File: config.mk
export PLATFORM = sky130hd
export DESIGN_NAME = uart_mode_clock_ctrl
export DESIGN_NICKNAME = d
export VERILOG_FILES = /design/src/rtl/uart_pkg.sv /design/src/rtl/uart_tick_prescaler.sv /design/src/rtl/uart_mode_clock_ctrl.sv
export SDC_FILE = /design/constraint.sdc
export NUM_CORES = 1
export LEC_CHECK = 0
export BUFFER_PORTS_ARGS = -buffer_cell sky130_fd_sc_hd__buf_4
export CORE_MARGIN = 8
export CORE_UTILIZATION = 57
export CTS_BUF_LIST = sky130_fd_sc_hd__clkbuf_16
export CTS_CLUSTER_SIZE = 28
export DETAILED_ROUTE_END_ITERATION = 8
export PLACE_DENSITY_LB_ADDON = 0.3
export SYNTH_ARGS = -nofsm -noshare
export SYNTH_HDL_FRONTEND = slang
export SYNTH_SLANG_ARGS = --single-unit
File: constraint.sdc
create_clock -name clk -period 4.82 [get_ports clk]
set_clock_uncertainty 0.05 [all_clocks]
set_input_delay 0.723 -clock clk [delete_from_list [all_inputs] [get_ports clk]]
set_output_delay 0.723 -clock clk [all_outputs]
set_load 0.02 [all_outputs]
File: src/rtl/uart_pkg.sv
// Shared constants for the 8051-style serial port: mode encodings, default
// oversample rate and the config-handshake state type.
package uart_pkg;

  localparam logic [1:0] MODE_SHIFT  = 2'd0;
  localparam logic [1:0] MODE_UART8  = 2'd1;
  localparam logic [1:0] MODE_UART9F = 2'd2;
  localparam logic [1:0] MODE_UART9V = 2'd3;

  localparam int OS_RATE_DEF = 16;

  typedef enum logic {
    CFG_IDLE = 1'b0,
    CFG_PEND = 1'b1
  } cfg_state_e;

endpackage

File: src/rtl/uart_tick_prescaler.sv
// Enable-gated modulo-(i_last+1) counter with a combinational wrap strobe and a
// registered wrap pulse one cycle later; i_clr restarts it from zero.
module uart_tick_prescaler #(
  parameter int W = 4
) (
  input  logic         clk,
  input  logic         rst_n,
  input  logic         i_clr,
  input  logic         i_en,
  input  logic [W-1:0] i_last,
  output logic         o_wrap,
  output logic         o_pulse
);

  logic [W-1:0] r_cnt;
  logic         r_pulse;

  // >= keeps the count inside the modulus even if i_last ever shrinks
  assign o_wrap  = i_en & (r_cnt >= i_last);
  assign o_pulse = r_pulse;

  always_ff @(posedge clk or negedge rst_n) begin
    if (!rst_n) begin
      r_cnt   <= '0;
      r_pulse <= 1'b0;
    end else if (i_clr) begin
      r_cnt   <= '0;
      r_pulse <= 1'b0;
    end else begin
      r_pulse <= o_wrap;
      if (o_wrap)
        r_cnt <= '0;
      else if (i_en)
        r_cnt <= r_cnt + W'(1);
    end
  end

endmodule

File: src/rtl/uart_mode_clock_ctrl.sv
// Baud/tick scheduler for the 4-mode serial port: picks the tick source per mode,
// applies SMOD, and defers config changes until both tx and rx are idle.
module uart_mode_clock_ctrl
  import uart_pkg::*;
#(
  parameter int M0_DIV    = 12,
  parameter int M2_OS_DIV = 4,
  parameter int OS_RATE   = OS_RATE_DEF
) (
  input  logic       clk,
  input  logic       rst_n,
  input  logic       i_cfg_wr,
  input  logic [1:0] i_cfg_mode,
  input  logic       i_cfg_smod,
  input  logic       i_t1_ovf,
  input  logic       i_tx_busy,
  input  logic       i_rx_busy,
  output logic       o_cfg_ack,
  output logic [1:0] o_active_mode,
  output logic       o_active_smod,
  output logic       o_cfg_pending,
  output logic       o_tick16,
  output logic       o_tx_bit_tick
);

  localparam int PRE_MAX = (M0_DIV > M2_OS_DIV) ? M0_DIV : M2_OS_DIV;
  localparam int PW      = $clog2(PRE_MAX);
  localparam int OW      = $clog2(OS_RATE);

  cfg_state_e r_state, w_state_nxt;
  logic [1:0] r_pend_mode, r_mode;
  logic       r_pend_smod, r_smod, r_ack;
  logic       w_apply;

  always_comb begin
    w_apply     = ((r_state == CFG_PEND) | i_cfg_wr) & ~i_tx_busy & ~i_rx_busy;
    w_state_nxt = r_state;
    if (w_apply)
      w_state_nxt = CFG_IDLE;
    else if (i_cfg_wr)
      w_state_nxt = CFG_PEND;
  end

  always_ff @(posedge clk or negedge rst_n) begin
    if (!rst_n) begin
      r_state     <= CFG_IDLE;
      r_pend_mode <= MODE_SHIFT;
      r_pend_smod <= 1'b0;
      r_mode      <= MODE_SHIFT;
      r_smod      <= 1'b0;
      r_ack       <= 1'b0;
    end else begin
      r_state <= w_state_nxt;
      r_ack   <= w_apply;
      if (i_cfg_wr) begin
        r_pend_mode <= i_cfg_mode;
        r_pend_smod <= i_cfg_smod;
      end
      // a same-cycle write supersedes whatever was already pending
      if (w_apply) begin
        r_mode <= i_cfg_wr ? i_cfg_mode : r_pend_mode;
        r_smod <= i_cfg_wr ? i_cfg_smod : r_pend_smod;
      end
    end
  end

  logic [PW-1:0] w_pre_last;
  logic          w_pre_en, w_pre_wrap, w_pre_pulse;
  logic          w_os_wrap, w_os_pulse;

  always_comb begin
    w_pre_last = PW'(M0_DIV - 1);
    w_pre_en   = 1'b1;
    case (r_mode)
      MODE_SHIFT:  w_pre_last = PW'(M0_DIV - 1);
      MODE_UART9F: w_pre_last = r_smod ? PW'(M2_OS_DIV / 2 - 1) : PW'(M2_OS_DIV - 1);
      default: begin
        w_pre_en   = i_t1_ovf;
        w_pre_last = r_smod ? PW'(0) : PW'(1);
      end
    endcase
  end

  uart_tick_prescaler #(.W(PW)) u_pre (
    .clk     (clk),
    .rst_n   (rst_n),
    .i_clr   (w_apply),
    .i_en    (w_pre_en),
    .i_last  (w_pre_last),
    .o_wrap  (w_pre_wrap),
    .o_pulse (w_pre_pulse)
  );

  // counts on the prescaler wrap edge so its pulse lines up with tick16
  uart_tick_prescaler #(.W(OW)) u_os (
    .clk     (clk),
    .rst_n   (rst_n),
    .i_clr   (w_apply),
    .i_en    (w_pre_wrap & (r_mode != MODE_SHIFT)),
    .i_last  (OW'(OS_RATE - 1)),
    .o_wrap  (w_os_wrap),
    .o_pulse (w_os_pulse)
  );

  assign o_cfg_ack     = r_ack;
  assign o_active_mode = r_mode;
  assign o_active_smod = r_smod;
  assign o_cfg_pending = (r_state == CFG_PEND);
  assign o_tick16      = w_pre_pulse;
  assign o_tx_bit_tick = (r_mode == MODE_SHIFT) ? w_pre_pulse : w_os_pulse;

endmodule

==> run_summary.xml <==
<?xml version="1.0" encoding="UTF-8"?>
<metrics>
  <group name="critical_path">
    <metric name="r2r_setup_slack" unit="ps">2510</metric>
    <metric name="r2r_end" unit="">u_os.r_cnt[3]</metric>
    <metric name="reg2reg_depth" unit="">7</metric>
    <metric name="critical_path_peak_fanout" unit="">7</metric>
    <metric name="start_kind" unit="">flop</metric>
    <metric name="critPathCaptureType" unit="">flop</metric>
    <metric name="path_class" unit="">flop to flop</metric>
    <metric name="worst-endpoint-arrival" unit="ps">2430</metric>
    <metric name="cp.required" unit="ps">4940</metric>
    <metric name="rr_startpoint" unit="">o_active_mode[0]</metric>
    <metric name="cp-startpoint" unit="">o_active_mode[0]</metric>
  </group>
  <group name="worst_hold_path">
    <metric name="worst_hold_path_type" unit="">primary input to async pin</metric>
  </group>
  <group name="timing">
    <metric name="setup_violating_endpoint_count_in_the_final_report" unit="">0</metric>
    <metric name="maxSlewViolCount" unit="">0</metric>
    <metric name="min_period" unit="ps">2310</metric>
    <metric name="unrepaired_setup_endpoints_after_global_routing" unit="">no</metric>
    <metric name="achievable-frequency" unit="MHz">433</metric>
    <metric name="finalSetupTns" unit="ps">0</metric>
    <metric name="final_min_period_over_clock_period" unit="%">47.9</metric>
    <metric name="endpoints_failing_hold" unit="">0</metric>
    <metric name="worst-slew-pin-transition" unit="ps">433</metric>
    <metric name="slew_headroom" unit="%">70.9</metric>
  </group>
  <group name="clocking">
    <metric name="clock_slew_at_reported_path_ffs" unit="ps">50</metric>
    <metric name="ctsHoldBuffers" unit="">0</metric>
    <metric name="postCtsResizedCells" unit="">0</metric>
    <metric name="tritoncts" unit="">yes</metric>
    <metric name="cts_post_setup_buffers_inserted" unit="">0</metric>
    <metric name="htreeDepth" unit="">1</metric>
    <metric name="root_buffer" unit="">clkbuf_16</metric>
    <metric name="worst_skew_pair.late_latency" unit="ps">250</metric>
    <metric name="cts-buffers-inserted" unit="">3</metric>
    <metric name="clock_tree.buffer_depth" unit="">2</metric>
    <metric name="cts.sinks" unit="">18</metric>
  </group>
  <group name="final_layout">
    <metric name="finish.net_count" unit="">117</metric>
    <metric name="utilization" unit="%">73.4</metric>
    <metric name="layout-area-overhead-vs-synth" unit="%">22.8</metric>
    <metric name="final_layout_size_suffix_gt1_share" unit="%">26.7</metric>
    <metric name="final.fill_count" unit="">98</metric>
    <metric name="antenna_cells_inserted" unit="">0</metric>
  </group>
  <group name="yosys">
    <metric name="synthTopCellsByCount" unit="">dfrtp_1, mux2_2, nor2_1, nor3_1</metric>
    <metric name="yosysWarnings" unit="">0</metric>
    <metric name="synthDominantAreaCellType" unit="">dfrtp_1</metric>
    <metric name="top_cells_by_area_synth" unit="">dfrtp_1, mux2_2, ha_1</metric>
    <metric name="synth.top_cell.area_share" unit="%">50.6</metric>
    <metric name="synth_seq_area_share" unit="%">50.6</metric>
    <metric name="synth_enable_flop_cells" unit="">0</metric>
    <metric name="post_synth.cell_area_avg" unit="µm²">10.5</metric>
    <metric name="number_of_distinct_standard_cells_referenced_by_the_synthesized_netlist" unit="">26</metric>
    <metric name="syn-cell-area" unit="µm²">890</metric>
    <metric name="number_of_synthesized_register_bits" unit="">18</metric>
    <metric name="netlist_instances" unit="">85</metric>
    <metric name="synth_async_reset_ratio" unit="%">100</metric>
    <metric name="synth.net_count" unit="">99</metric>
    <metric name="synthFlopType" unit="">dfrtp_1</metric>
    <metric name="most_frequent_cell_after_synthesis" unit="">dfrtp_1</metric>
  </group>
  <group name="place">
    <metric name="routabilityCongestion" unit="">0.841</metric>
    <metric name="dpl.hpwl" unit="µm">1270</metric>
    <metric name="io_buffers" unit="">15</metric>
  </group>
  <group name="flow_run">
    <metric name="timing.max_cap.violations" unit="">0</metric>
  </group>
  <group name="detailed_routing">
    <metric name="first_pass_iters" unit="">4</metric>
    <metric name="antenna_violating_nets_post_route" unit="">0</metric>
    <metric name="detailroute.via_count" unit="">686</metric>
    <metric name="detail_route.drc_violations" unit="">0</metric>
    <metric name="via_per_inst" unit="">5.86</metric>
    <metric name="wl_per_cell" unit="µm">14.9</metric>
    <metric name="detail_route.iter0.violations" unit="">10</metric>
    <metric name="wirelength" unit="µm">1750</metric>
  </group>
  <group name="die">
    <metric name="io_pins" unit="">16</metric>
    <metric name="dieWidth" unit="µm">55.5</metric>
    <metric name="start_util" unit="%">59.7</metric>
    <metric name="die_height" unit="µm">55.5</metric>
    <metric name="core_area" unit="µm²">1490</metric>
    <metric name="fp.dieArea" unit="µm²">3080</metric>
    <metric name="placement_rows" unit="">14</metric>
  </group>
  <group name="global_route">
    <metric name="use_met3" unit="%">4.34</metric>
    <metric name="first_global_vias" unit="">703</metric>
    <metric name="met1_use_gr" unit="%">15.9</metric>
    <metric name="grt_use_total" unit="%">12.9</metric>
    <metric name="grt_overflow" unit="">0</metric>
    <metric name="busiest_layer" unit="">met2</metric>
    <metric name="grt_pass1_wl" unit="µm">3320</metric>
    <metric name="pin_count_of_the_biggest_net_entering_global_routing" unit="">19</metric>
    <metric name="grt_antenna_before_repair" unit="">0</metric>
    <metric name="grtUsageMet2" unit="%">20.0</metric>
  </group>
  <group name="pwr">
    <metric name="power.ir.vdd_worst" unit="mV">0.351</metric>
    <metric name="powerDensity" unit="nW/µm²">529</metric>
    <metric name="power.total" unit="W">0.000578</metric>
    <metric name="static_power_due_to_leakage" unit="nW">0.506</metric>
  </group>
  <group name="outcome">
    <metric name="outcome" unit="">finished clean</metric>
  </group>
</metrics>
[sequential cells by signal, summed over array words and instances (netlist names)]
register,cells
o_cfg_pending,1
u_pre.r_cnt,4
u_os.o_pulse,1
o_active_smod,1
u_os.r_cnt,4
r_pend_smod,1
o_active_mode,2
r_pend_mode,2
u_pre.o_pulse,1
o_cfg_ack,1
[critical path, stage by stage, from the launching register on]
cell	delay, ps
dfrtp_1	430
nor2_1	240
inv_1	70
ha_1	280
nor2_1	80
or3_1	450
or4_1	500
a21oi_1	140
[routing by layer]
layer / share of wire [%] / vias to the layer above
met1: 45 / 334
met4: 2.1 / 0
li1: - / 339
met5: 0 / -
met3: 3.9 / 5
met2: 49 / 8
[layout by cell type, fill, tap and decap left out, types with 4 or more instances in the layout]
cell     Yosys  final
ha_1         5      5
nor2_1       6      6
nor3_1       6      6
inv_1        4      4
a21oi_1      5      5
mux2_2       7      7
nand2_1      4      4
o21ai_0      5      5
dfrtp_1     18     18
buf_4        0     16
[worst max-delay path by stage]
stage	end	slack (ps)
after floorplan	u_os.r_cnt[3]	2560
after global placement	u_os.r_cnt[3]	2610
after detailed placement	u_os.r_cnt[3]	2520
after CTS	u_os.r_cnt[3]	2500
after global routing	u_os.r_cnt[3]	2310
final	u_os.r_cnt[3]	2510
[cell families after synthesis]
family                     share of synthesized area, %
and+or+nand+nor                                    18.4
DFF                                                50.6
AOI/OAI and AO/OA                                  9.99
buffers and inverters                              3.09
muxes                                              8.86
adders and majority gates                          7.03
xor gates and xnor gates                           1.97
[metrics by stage]
stage	instance area [µm²]	std cells	setup slack, ps	hold WS, ps
after CTS	1090	117	2500	293
final	1090	117	2510	283
after global routing	1090	117	2310	305
after global placement	1020	114	2610	430
after detailed placement	1020	114	2520	432
after floorplan	890	85	2560	377
[power by group]
part           switching [W]  internal [W]  leakage (nW)
clock              0.0000512      0.000109        0.0370
combinational       0.000120     0.0000869         0.240
sequential         0.0000266      0.000185         0.229
[area by class of cell]
| type | instances | area, µm² | share of cell area [%] |
|---|---|---|---|
| clock buffers | 3 | 75.1 | 6.87 |
| inverters | 4 | 15.0 | 1.37 |
| repair buffers | 16 | 120 | 11.0 |
| flip-flops and latches | 18 | 450 | 41.2 |
| well taps | 16 | 20.0 | 1.83 |
| multi-input cells | 60 | 412 | 37.7 |
Note: power is estimated with default switching activity, not from simulation.
